$ cat src/rtl/uart_alu_pkg.sv
// Shared FSM encoding and byte-sizing helper for the UART ALU frame controller.
// RX_CHK only exists when UART_ALU_CHECKSUM_EN is defined.
package uart_alu_pkg;

    localparam int unsigned BYTE_W = 8;

    localparam logic [2:0] ST_IDLE    = 3'd0;
    localparam logic [2:0] ST_RX_OP1  = 3'd1;
    localparam logic [2:0] ST_RX_OP2  = 3'd2;
`ifdef UART_ALU_CHECKSUM_EN
    localparam logic [2:0] ST_RX_CHK  = 3'd3;
`endif
    localparam logic [2:0] ST_EXEC    = 3'd4;
    localparam logic [2:0] ST_TX_SEND = 3'd5;
    localparam logic [2:0] ST_TX_ACK  = 3'd6;

    typedef enum logic [2:0] {
        IDLE    = ST_IDLE,
        RX_OP1  = ST_RX_OP1,
        RX_OP2  = ST_RX_OP2,
`ifdef UART_ALU_CHECKSUM_EN
        RX_CHK  = ST_RX_CHK,
`endif
        EXEC    = ST_EXEC,
        TX_SEND = ST_TX_SEND,
        TX_ACK  = ST_TX_ACK
    } state_e;

    function automatic int unsigned bytes_for(input int unsigned width);
        return (width + BYTE_W - 1) / BYTE_W;
    endfunction

endpackage

$ cat src/rtl/uart_alu_frame_ctrl_if.sv
// Byte-stream, transmitter handshake and ALU operand/result bundle.
// slave: the frame controller; master: the surrounding UART/ALU environment.
interface uart_alu_frame_ctrl_if #(
    parameter int unsigned NB_OP   = 6,
    parameter int unsigned NB_DATA = 8,
    parameter int unsigned NB_OUT  = 16
);
    logic [7:0]         i_rx_data;
    logic               i_rx_done;
    logic               i_tx_busy;
    logic [NB_OUT-1:0]  i_result;
    logic [NB_OP-1:0]   o_opcode;
    logic [NB_DATA-1:0] o_operand1;
    logic [NB_DATA-1:0] o_operand2;
    logic               o_data_valid;
    logic               o_tx_start;
    logic [7:0]         o_tx_data;
    logic               o_frame_error;
    logic               o_busy;

    modport slave (
        input  i_rx_data, i_rx_done, i_tx_busy, i_result,
        output o_opcode, o_operand1, o_operand2, o_data_valid,
               o_tx_start, o_tx_data, o_frame_error, o_busy
    );

    modport master (
        output i_rx_data, i_rx_done, i_tx_busy, i_result,
        input  o_opcode, o_operand1, o_operand2, o_data_valid,
               o_tx_start, o_tx_data, o_frame_error, o_busy
    );
endinterface

$ cat src/rtl/rx_gap_timer.sv
// Inter-byte gap counter: cleared by a byte or when disabled, expires after TIMEOUT_CYCLES-1.
module rx_gap_timer #(
    parameter int unsigned TIMEOUT_CYCLES = 500000
)(
    input  logic i_clk,
    input  logic i_reset,
    input  logic i_clear,
    input  logic i_enable,
    output logic o_expired
);
    localparam int unsigned CNT_W = ($clog2(TIMEOUT_CYCLES) > 0) ? $clog2(TIMEOUT_CYCLES) : 1;
    localparam logic [CNT_W-1:0] LAST = CNT_W'(TIMEOUT_CYCLES - 1);

    logic [CNT_W-1:0] cnt;

    // A byte on the boundary cycle wins, so clear masks expiry.
    assign o_expired = i_enable && !i_clear && (cnt == LAST);

    always_ff @(posedge i_clk or posedge i_reset) begin
        if (i_reset) begin
            cnt <= '0;
        end else if (i_clear || !i_enable || o_expired) begin
            cnt <= '0;
        end else begin
            cnt <= cnt + 1'b1;
        end
    end
endmodule

$ cat src/rtl/uart_alu_frame_ctrl.sv
// Multi-byte frame controller between the UART byte streams and the combinational ALU.
// Define UART_ALU_CHECKSUM_EN for an XOR checksum byte on receive and transmit.
module uart_alu_frame_ctrl
    import uart_alu_pkg::*;
#(
    parameter int unsigned NB_OP          = 6,
    parameter int unsigned NB_DATA        = 8,
    parameter int unsigned NB_OUT         = 16,
    parameter int unsigned TIMEOUT_CYCLES = 500000
)(
    input logic                 i_clk,
    input logic                 i_reset,
    uart_alu_frame_ctrl_if.slave bus
);
    localparam int unsigned OP_BYTES  = bytes_for(NB_DATA);
    localparam int unsigned RES_BYTES = bytes_for(NB_OUT);
`ifdef UART_ALU_CHECKSUM_EN
    localparam int unsigned TX_BYTES  = RES_BYTES + 1;
`else
    localparam int unsigned TX_BYTES  = RES_BYTES;
`endif
    localparam int unsigned OP_W  = OP_BYTES * BYTE_W;
    localparam int unsigned RES_W = RES_BYTES * BYTE_W;

    state_e             state;
    logic [7:0]         idx;
    logic               tx_acked;
    logic [NB_OP-1:0]   opcode_stg;
    logic [OP_W-1:0]    op1_stg;
    logic [OP_W-1:0]    op2_stg;
    logic [RES_W-1:0]   res_reg;
    logic [BYTE_W-1:0]  tx_byte;
    logic               op_last;
    logic               tx_last;
    logic               gap_en;
    logic               gap_expired;

    assign op_last     = (32'(idx) == OP_BYTES - 1);
    assign tx_last     = (32'(idx) == TX_BYTES - 1);
    assign bus.o_busy  = (state != IDLE);

`ifdef UART_ALU_CHECKSUM_EN
    logic [BYTE_W-1:0] chk_acc;
    logic [BYTE_W-1:0] res_xor;

    assign gap_en = (state == RX_OP1) || (state == RX_OP2) || (state == RX_CHK);

    always_ff @(posedge i_clk or posedge i_reset) begin
        if (i_reset) begin
            chk_acc <= '0;
        end else if (bus.i_rx_done) begin
            chk_acc <= (state == IDLE) ? bus.i_rx_data : (chk_acc ^ bus.i_rx_data);
        end
    end

    always_comb begin
        res_xor = '0;
        for (int unsigned k = 0; k < RES_BYTES; k++) begin
            res_xor = res_xor ^ res_reg[k*BYTE_W +: BYTE_W];
        end
    end
`else
    logic [OP_W-1:0] op2_merged;

    assign gap_en = (state == RX_OP1) || (state == RX_OP2);

    // Final operand byte is committed in the same edge it arrives.
    always_comb begin
        op2_merged = op2_stg;
        op2_merged[idx*BYTE_W +: BYTE_W] = bus.i_rx_data;
    end
`endif

    always_comb begin
        tx_byte = '0;
        for (int unsigned k = 0; k < RES_BYTES; k++) begin
            if (32'(idx) == k) tx_byte = res_reg[k*BYTE_W +: BYTE_W];
        end
`ifdef UART_ALU_CHECKSUM_EN
        if (32'(idx) == RES_BYTES) tx_byte = res_xor;
`endif
    end

    rx_gap_timer #(
        .TIMEOUT_CYCLES(TIMEOUT_CYCLES)
    ) u_gap_timer (
        .i_clk    (i_clk),
        .i_reset  (i_reset),
        .i_clear  (bus.i_rx_done),
        .i_enable (gap_en),
        .o_expired(gap_expired)
    );

    always_ff @(posedge i_clk or posedge i_reset) begin
        if (i_reset) begin
            state             <= IDLE;
            idx               <= '0;
            tx_acked          <= 1'b0;
            opcode_stg        <= '0;
            op1_stg           <= '0;
            op2_stg           <= '0;
            res_reg           <= '0;
            bus.o_opcode      <= '0;
            bus.o_operand1    <= '0;
            bus.o_operand2    <= '0;
            bus.o_data_valid  <= 1'b0;
            bus.o_tx_start    <= 1'b0;
            bus.o_tx_data     <= '0;
            bus.o_frame_error <= 1'b0;
        end else begin
            bus.o_data_valid  <= 1'b0;
            bus.o_tx_start    <= 1'b0;
            bus.o_frame_error <= 1'b0;
            case (state)
                IDLE: begin
                    if (bus.i_rx_done) begin
                        opcode_stg <= bus.i_rx_data[NB_OP-1:0];
                        idx        <= '0;
                        state      <= RX_OP1;
                    end
                end
                RX_OP1: begin
                    if (bus.i_rx_done) begin
                        op1_stg[idx*BYTE_W +: BYTE_W] <= bus.i_rx_data;
                        if (op_last) begin
                            idx   <= '0;
                            state <= RX_OP2;
                        end else begin
                            idx <= idx + 1'b1;
                        end
                    end else if (gap_expired) begin
                        bus.o_frame_error <= 1'b1;
                        state             <= IDLE;
                    end
                end
                RX_OP2: begin
                    if (bus.i_rx_done) begin
                        op2_stg[idx*BYTE_W +: BYTE_W] <= bus.i_rx_data;
                        if (op_last) begin
`ifdef UART_ALU_CHECKSUM_EN
                            state <= RX_CHK;
`else
                            bus.o_opcode     <= opcode_stg;
                            bus.o_operand1   <= op1_stg[NB_DATA-1:0];
                            bus.o_operand2   <= op2_merged[NB_DATA-1:0];
                            bus.o_data_valid <= 1'b1;
                            state            <= EXEC;
`endif
                        end else begin
                            idx <= idx + 1'b1;
                        end
                    end else if (gap_expired) begin
                        bus.o_frame_error <= 1'b1;
                        state             <= IDLE;
                    end
                end
`ifdef UART_ALU_CHECKSUM_EN
                RX_CHK: begin
                    if (bus.i_rx_done) begin
                        if (bus.i_rx_data == chk_acc) begin
                            bus.o_opcode     <= opcode_stg;
                            bus.o_operand1   <= op1_stg[NB_DATA-1:0];
                            bus.o_operand2   <= op2_stg[NB_DATA-1:0];
                            bus.o_data_valid <= 1'b1;
                            state            <= EXEC;
                        end else begin
                            bus.o_frame_error <= 1'b1;
                            state             <= IDLE;
                        end
                    end else if (gap_expired) begin
                        bus.o_frame_error <= 1'b1;
                        state             <= IDLE;
                    end
                end
`endif
                EXEC: begin
                    res_reg  <= RES_W'(bus.i_result);
                    idx      <= '0;
                    tx_acked <= 1'b0;
                    state    <= TX_SEND;
                end
                TX_SEND: begin
                    if (!bus.i_tx_busy) begin
                        bus.o_tx_data  <= tx_byte;
                        bus.o_tx_start <= 1'b1;
                        state          <= TX_ACK;
                    end
                end
                TX_ACK: begin
                    // Last byte: after busy is seen, wait for it to drop before leaving.
                    if (!tx_acked) begin
                        if (bus.i_tx_busy) begin
                            if (tx_last) begin
                                tx_acked <= 1'b1;
                            end else begin
                                idx   <= idx + 1'b1;
                                state <= TX_SEND;
                            end
                        end
                    end else if (!bus.i_tx_busy) begin
                        tx_acked <= 1'b0;
                        state    <= IDLE;
                    end
                end
                default: state <= IDLE;
            endcase
        end
    end
endmodule

$ cat src/flat_wrapper.sv
// flat-port wrapper written by rule: the top's interface ports become plain ports
module uart_alu_frame_ctrl_flat import uart_alu_pkg::*;
#(
    parameter int unsigned NB_OP          = 6,
    parameter int unsigned NB_DATA        = 8,
    parameter int unsigned NB_OUT         = 16,
    parameter int unsigned TIMEOUT_CYCLES = 500000
)
  (i_clk, i_reset, bus_i_rx_data, bus_i_rx_done, bus_i_tx_busy, bus_i_result, bus_o_opcode, bus_o_operand1, bus_o_operand2, bus_o_data_valid, bus_o_tx_start, bus_o_tx_data, bus_o_frame_error, bus_o_busy);
  uart_alu_frame_ctrl_if #(.NB_OP(NB_OP), .NB_DATA(NB_DATA), .NB_OUT(NB_OUT)) bus_i ();
  input logic i_clk;
  input logic i_reset;
  input wire logic [$bits(bus_i.i_rx_data)-1:0] bus_i_rx_data;
  input wire logic [$bits(bus_i.i_rx_done)-1:0] bus_i_rx_done;
  input wire logic [$bits(bus_i.i_tx_busy)-1:0] bus_i_tx_busy;
  input wire logic [$bits(bus_i.i_result)-1:0] bus_i_result;
  output wire logic [$bits(bus_i.o_opcode)-1:0] bus_o_opcode;
  output wire logic [$bits(bus_i.o_operand1)-1:0] bus_o_operand1;
  output wire logic [$bits(bus_i.o_operand2)-1:0] bus_o_operand2;
  output wire logic [$bits(bus_i.o_data_valid)-1:0] bus_o_data_valid;
  output wire logic [$bits(bus_i.o_tx_start)-1:0] bus_o_tx_start;
  output wire logic [$bits(bus_i.o_tx_data)-1:0] bus_o_tx_data;
  output wire logic [$bits(bus_i.o_frame_error)-1:0] bus_o_frame_error;
  output wire logic [$bits(bus_i.o_busy)-1:0] bus_o_busy;
  assign bus_i.i_rx_data = bus_i_rx_data;
  assign bus_i.i_rx_done = bus_i_rx_done;
  assign bus_i.i_tx_busy = bus_i_tx_busy;
  assign bus_i.i_result = bus_i_result;
  assign bus_o_opcode = bus_i.o_opcode;
  assign bus_o_operand1 = bus_i.o_operand1;
  assign bus_o_operand2 = bus_i.o_operand2;
  assign bus_o_data_valid = bus_i.o_data_valid;
  assign bus_o_tx_start = bus_i.o_tx_start;
  assign bus_o_tx_data = bus_i.o_tx_data;
  assign bus_o_frame_error = bus_i.o_frame_error;
  assign bus_o_busy = bus_i.o_busy;
  uart_alu_frame_ctrl #(.NB_OP(NB_OP), .NB_DATA(NB_DATA), .NB_OUT(NB_OUT), .TIMEOUT_CYCLES(TIMEOUT_CYCLES)) u_core (.i_clk(i_clk), .i_reset(i_reset), .bus(bus_i));
endmodule
$ cat config.mk
export PLATFORM = sky130hd
export DESIGN_NAME = uart_alu_frame_ctrl_flat
export DESIGN_NICKNAME = d
export VERILOG_FILES = /design/src/rtl/uart_alu_pkg.sv /design/src/rtl/uart_alu_frame_ctrl_if.sv /design/src/rtl/rx_gap_timer.sv /design/src/rtl/uart_alu_frame_ctrl.sv /design/src/flat_wrapper.sv
export SDC_FILE = /design/constraint.sdc
export NUM_CORES = 1
export LEC_CHECK = 0
export CAP_MARGIN = 20
export CORE_AREA = 2 2 102 104
export CTS_CLUSTER_SIZE = 24
export DETAILED_ROUTE_END_ITERATION = 7
export DIE_AREA = 0 0 104 106
export PLACE_DENSITY = 0.72
export SYNTH_ARGS = -nofsm -noshare
export SYNTH_HDL_FRONTEND = slang
export SYNTH_SLANG_ARGS = --single-unit
export TNS_END_PERCENT = 1
$ cat constraint.sdc
create_clock -name i_clk -period 4.65 [get_ports i_clk]
set_clock_uncertainty 0.2 [all_clocks]
set_input_delay 0.93 -clock i_clk [delete_from_list [all_inputs] [get_ports i_clk]]
set_output_delay 0.93 -clock i_clk [all_outputs]
set_load 0.02 [all_outputs]
After elaboration in Yosys (flattened, before gate mapping) --
Cells that the tools add are included.
Storage, ports and cells: flip-flop bits (word level) 102, word-level logic and storage cells 100
Cells by class: add/sub/neg operators 3, eq/ne operators 20, shift operators 2, muxes and demuxes 39, bitwise gates (word level) 1, reduce and logical (&&, ||, !) cells 20
Operators by type and width (number):
- $mux W8 | 10
- $pmux W8 S5 | 1
- $neg A11 Y34 | 1
- $shift A8 B34 Y8 const A | 1
- $shiftx A8 B34 Y8 | 1
- $mux W3 | 11
- $add A19 B1 Y19 const B | 1
- $eq A19 B19 Y1 const B | 1
- $mux W19 | 1
- $pmux W3 S6 | 1
- $bwmux W8 | 2
- $ne A2 B2 Y1 const B | 8
- $mux W1 | 12
- $ne A3 B2 Y1 const B | 4
- $eq A3 B3 Y1 const B | 3
- $add A8 B1 Y8 const B | 1
- $eq A8 B1 Y1 const B | 1
- $logic_not A8 Y1 | 1
- $reduce_and A2 Y1 | 4
- $reduce_and A8 Y1 | 1
- $reduce_and A7 Y1 | 1
- $reduce_bool A5 Y1 | 1
- $eq A3 B1 Y1 const B | 1
- $eq A3 B2 Y1 const B | 1
- other kinds (11) | 15

Depth between registers and ports, before layout --
word-level depth 7, gate-level depth with buffers 11, gate-level depth less buffers 9

By module --
From an unflattened synthesis, not the netlist that was laid out.
Second synthesis, totals: cells, all modules 440, area, all modules 4672.0 µm²
Modules (own cells, without submodules):
- uart_alu_frame_ctrl | instances 1, cells each 340, area each 3713.6 µm², sequential area each 2077.0 µm²
- rx_gap_timer | instances 1, cells each 100, area each 958.4 µm², sequential area each 475.5 µm²

Least setup slack after synthesis --
OpenSTA, ideal clock, no wires.
path type reg2reg, from register u_core.idx[0], to register u_core.bus.o_operand2[1], setup time 0.082 ns, arrival time 2.976 ns, data required time 4.368 ns, slack 1.392 ns, stages on the path, launching flop included 12, path buffers 2, clock period less this slack 3.258 ns, cell sequence dfrtp_1 inv_1 ha_1 nor4b_4 nand2_1 buf_2 ha_1 nor2_1 o2111ai_2 clkbuf_1 or4b_2 a31oi_1
Between the ends: longest elaborated chain between the ends 3, elaborated cells between the ends (all ways) 6, classes of those cells add/sub (1); shift (2); mux (1); reduce/logical (2)
RTL lines:
- from (decl) | line uart_alu_frame_ctrl.sv:26 | logic [7:0] idx;
- from (signal assigned) | line uart_alu_frame_ctrl.sv:129 | idx <= idx + 1'b1;
- from (signal assigned) | line uart_alu_frame_ctrl.sv:150 | idx <= idx + 1'b1;
- from (signal assigned) | line uart_alu_frame_ctrl.sv:196 | idx <= idx + 1'b1;
- $neg A11 Y34 | line uart_alu_frame_ctrl.sv:70 | op2_merged[idx*BYTE_W +: BYTE_W] = bus.i_rx_data;
- $shiftx A8 B34 Y8 or $shift A8 B34 Y8 (tied branches) | line uart_alu_frame_ctrl.sv:70
- $bwmux W8 | line uart_alu_frame_ctrl.sv:70
- to (signal assigned) | line uart_alu_frame_ctrl.sv:145 | bus.o_operand2 <= op2_merged[NB_DATA-1:0];
- to (decl) | line uart_alu_frame_ctrl_if.sv:23 | output o_opcode, o_operand1, o_operand2, o_data_valid,
Several ways; a longest one is shown, not always the timed one. A chain may end at the register's enable or synchronous reset.

Worst setup path after layout --
from register u_core.idx[0], to register u_core.op1_stg[7]
Between the ends: longest elaborated chain between the ends 3, elaborated cells between the ends (all ways) 4, classes of those cells add/sub (1); shift (2); mux (1)
RTL lines:
- $neg A11 Y34 * | line uart_alu_frame_ctrl.sv:124 | op1_stg[idx*BYTE_W +: BYTE_W] <= bus.i_rx_data;
- $shiftx A8 B34 Y8 or $shift A8 B34 Y8 (tied branches) | line uart_alu_frame_ctrl.sv:124
- $bwmux W8 * | line uart_alu_frame_ctrl.sv:124
- to (signal, indexed assignment) | line uart_alu_frame_ctrl.sv:124
- to (decl) | line uart_alu_frame_ctrl.sv:29 | logic [OP_W-1:0] op1_stg;
Mark *: on every way between the ends. The rest lies on a longest branch, timed or not.

==> flow_summary.json <==
{
  "outcome": "complete, no violations",
  "maxCapViolCount": 0,
  "cts.clk_slew.worst_paths_ns": 0.11,
  "setup_viol": 0,
  "gp_congestion": 0.840,
  "vdd_ir_drop_max_v": 0.000271,
  "crit_path_frequent_cell": "ha_1",
  "antenna_found_initial": 0,
  "synth_top_family_by_area": "simple AND/OR/NAND/NOR gates",
  "worstPathArrival_ns": 3.94,
  "ys.warnings.count": 0,
  "ys_ff_latch": 102,
  "synth_top_area_share_pct": 52.1,
  "crit_path_end": "u_core.op1_stg[7]$_DFFE_PP0P_",
  "cp-start-kind": "register",
  "instances_no_fill": 654,
  "start_util_pct": 49.0,
  "dpl_cell_area_sq_um": 5620,
  "yosysTopAreaCell": "dfrtp_1",
  "die-area_sq_um": 11000,
  "syn_area_sq_um": 4900,
  "synthToLayoutAreaGrowth_pct": 18.8,
  "die_h_um": 106,
  "synth.avg_cell_area_sq_um": 10.7,
  "worstReg2RegStart": "u_core.idx[0]$_DFFE_PP0P_",
  "dp_hpwl_um": 7160,
  "syn_inst": 458,
  "p_per_area_nw_per_um2": 564,
  "grt_pass1_wl_um": 17500,
  "synth_area_leaders": "dfrtp_1 52%, mux2_2 9.0%, nand2_1 4.1%, nor2_1 3.1%, o31ai_1 2.1%",
  "clockBufferDepth": 2,
  "layout_commonest_cell": "dfrtp_1",
  "overflow": 0,
  "insertion_delay_ns": 0.37,
  "most-common-layout-cells": "102 x dfrtp_1, 61 x clkdlybuf4s50_1, 53 x nand2_1",
  "criticalPathCategory": "register to register",
  "dr.pass1.iters": 4,
  "yosys-mux-area-fraction_pct": 9.38,
  "drt_iter0_markers": 206,
  "tightest_slew_ns": 0.877,
  "largest_register_ffs": 19,
  "synth_xor_area_share_pct": 2.50,
  "vias": 3629,
  "synth.distinct_cells": 54,
  "rrSetupSlack_ns": 0.77,
  "fin_tns_setup_ns": 0,
  "crit_path_max_incr_delay_ns": 0.59,
  "die_x_um": 104,
  "wire_per_inst_um": 15.7,
  "synth_edf_count": 0,
  "dp_cells": 638,
  "hp-class": "register to register",
  "end_kind": "register",
  "cts_resized": 0,
  "worst-endpoint-required_ns": 4.70,
  "critPathMaxFanout": 18,
  "grt_pass1_vias": 3700,
  "core_area_sq_um": 10000,
  "worst_path_max_delay_cell": "nor4_4",
  "cts_tree": "built",
  "ff2ff_path_depth": 9,
  "grt_use_total_pct": 19.6,
  "holdPathStages": 2,
  "drtAntennaViolNets": 0,
  "port_buffers": 61,
  "root_buffer": "clkbuf_8",
  "power_leakage_uw": 0.00245,
  "hold_buffers": 0,
  "r2r_end": "u_core.op1_stg[7]$_DFFE_PP0P_",
  "finalHoldViolCount": 0,
  "fin_util_pct": 58.1,
  "synthFlopType": "dfrtp_1",
  "holdWs_ns": 0.277,
  "critical_path.startpoint": "u_core.idx[0]$_DFFE_PP0P_",
  "routed_wl_um": 10300,
  "post_cts_buffers": 0,
  "relSlewSlack_pct": 41.5,
  "finalInstanceArea_sq_um": 5810,
  "period_share_pct": 83.5,
  "synthAdderAreaFrac_pct": 1.53,
  "fmax_mhz": 258,
  "viasPerCell": 5.55,
  "num_antenna_cells": 0,
  "ioPinCount": 62,
  "nets": 547,
  "slew_viol_final": 0,
  "crit_chain": "inv_1, ha_1, nor4b_4, nand2_1, ha_1, nor2_1, o2111ai_2, nor4_4, mux2_2",
  "cts.sinks": 102,
  "syn_nets": 492,
  "synthArstFlopShare_pct": 100,
  "min_period_ns": 3.88,
  "cts.htree.levels": 3,
  "seq_area_frac_synth_pct": 52.1,
  "cts_made_buffers": 9,
  "drc": 0,
  "synth_simple_gate_area_share_pct": 20.3,
  "drive_above_1_share_pct": 14.9,
  "row_count": 37,
  "synth_compound_area_share_pct": 11.0,
  "grt_max_degree": 74,
  "rsz0062_at_grt": "false"
}
kinds of logic after synthesis:
family | after synthesis
simple gates | 181
flops | 102
compound gates | 77
mux | 41
buf+inv | 37
xor+xnor | 14
fa+ha+maj | 6
where the power goes:
| group | switching [uW] | internal, uW |
|---|---|---|
| Sequential | 195 | 1170 |
| Clock | 334 | 207 |
| Combinational | 729 | 642 |
worst min-delay path by stage:
stage                                           from                                    to  slack, ns
detailed placement     u_core.op1_stg[6]$_DFFE_PP0P_  u_core.bus.o_operand1[6]$_DFFE_PP0P_       0.25
floorplan           u_core.opcode_stg[0]$_DFFE_PP0P_    u_core.bus.o_opcode[0]$_DFFE_PP0P_       0.23
global placement    u_core.opcode_stg[4]$_DFFE_PP0P_    u_core.bus.o_opcode[4]$_DFFE_PP0P_       0.25
global route        u_core.opcode_stg[1]$_DFFE_PP0P_    u_core.bus.o_opcode[1]$_DFFE_PP0P_       0.29
CTS                    u_core.op1_stg[6]$_DFFE_PP0P_  u_core.bus.o_operand1[6]$_DFFE_PP0P_       0.28
finish                 u_core.op1_stg[6]$_DFFE_PP0P_  u_core.bus.o_operand1[6]$_DFFE_PP0P_       0.28
cells in the mapped netlist (all sizes together) (2+ instances only):
master / n
a311oi: 2
a31oi: 9
and3b: 2
clkbuf: 17
nand4: 10
nor3: 7
a21oi: 16
and2: 13
nor4b: 2
buf: 6
or4: 5
ha: 6
xor2: 5
nand2b: 5
o221ai: 5
or4b: 10
o21ai: 7
a211oi: 2
nand3: 13
inv: 14
mux2: 39
o31ai: 14
xnor2: 9
and3: 4
nor2b: 3
o211ai: 5
nand2: 53
or3: 5
nor4: 4
a22oi: 9
dfrtp: 102
mux2i: 2
and4: 2
nor2: 41
per-layer routing:
metal,wire (um),vias up,track usage (%)
met2,5000,82,31.8
li1,-,1759,-
met5,0,-,0
met1,4620,1775,25.3
met3,537,13,6.19
met4,141,0,6.08
cell type report:
class                           count  area, sq um
Clock buffer                        9          124
Inverter                           14         55.1
Multi-Input combinational cell    319         2190
Clock inverter                      7         67.6
Sequential cell                   102         2550
Tap cell                          136          170
Fill cell                         880         4190
Timing Repair Buffer               67          656
per-stage QoR:
stage | worst slack [ns] | power [uW]
final | 0.769 | 3280
after global routing | 0.429 | 3510
after CTS | 0.819 | 3300
after detailed placement | 0.886 | 2750
after global placement | 1.02 | 2710
after floorplan | 0.845 | 2290
worst max-delay path: cells and delay by family, from the launching register on:
family                   cells  cell delay [ns]
AO/OA/AOI/OAI                1             0.45
flip-flops                   1             0.44
multiplexers                 1             0.40
buffers and inverters        1             0.13
AND/OR/NAND/NOR              4             1.53
adder cells (fa/ha/maj)      2             0.61
(Power assumes the default switching activity.)
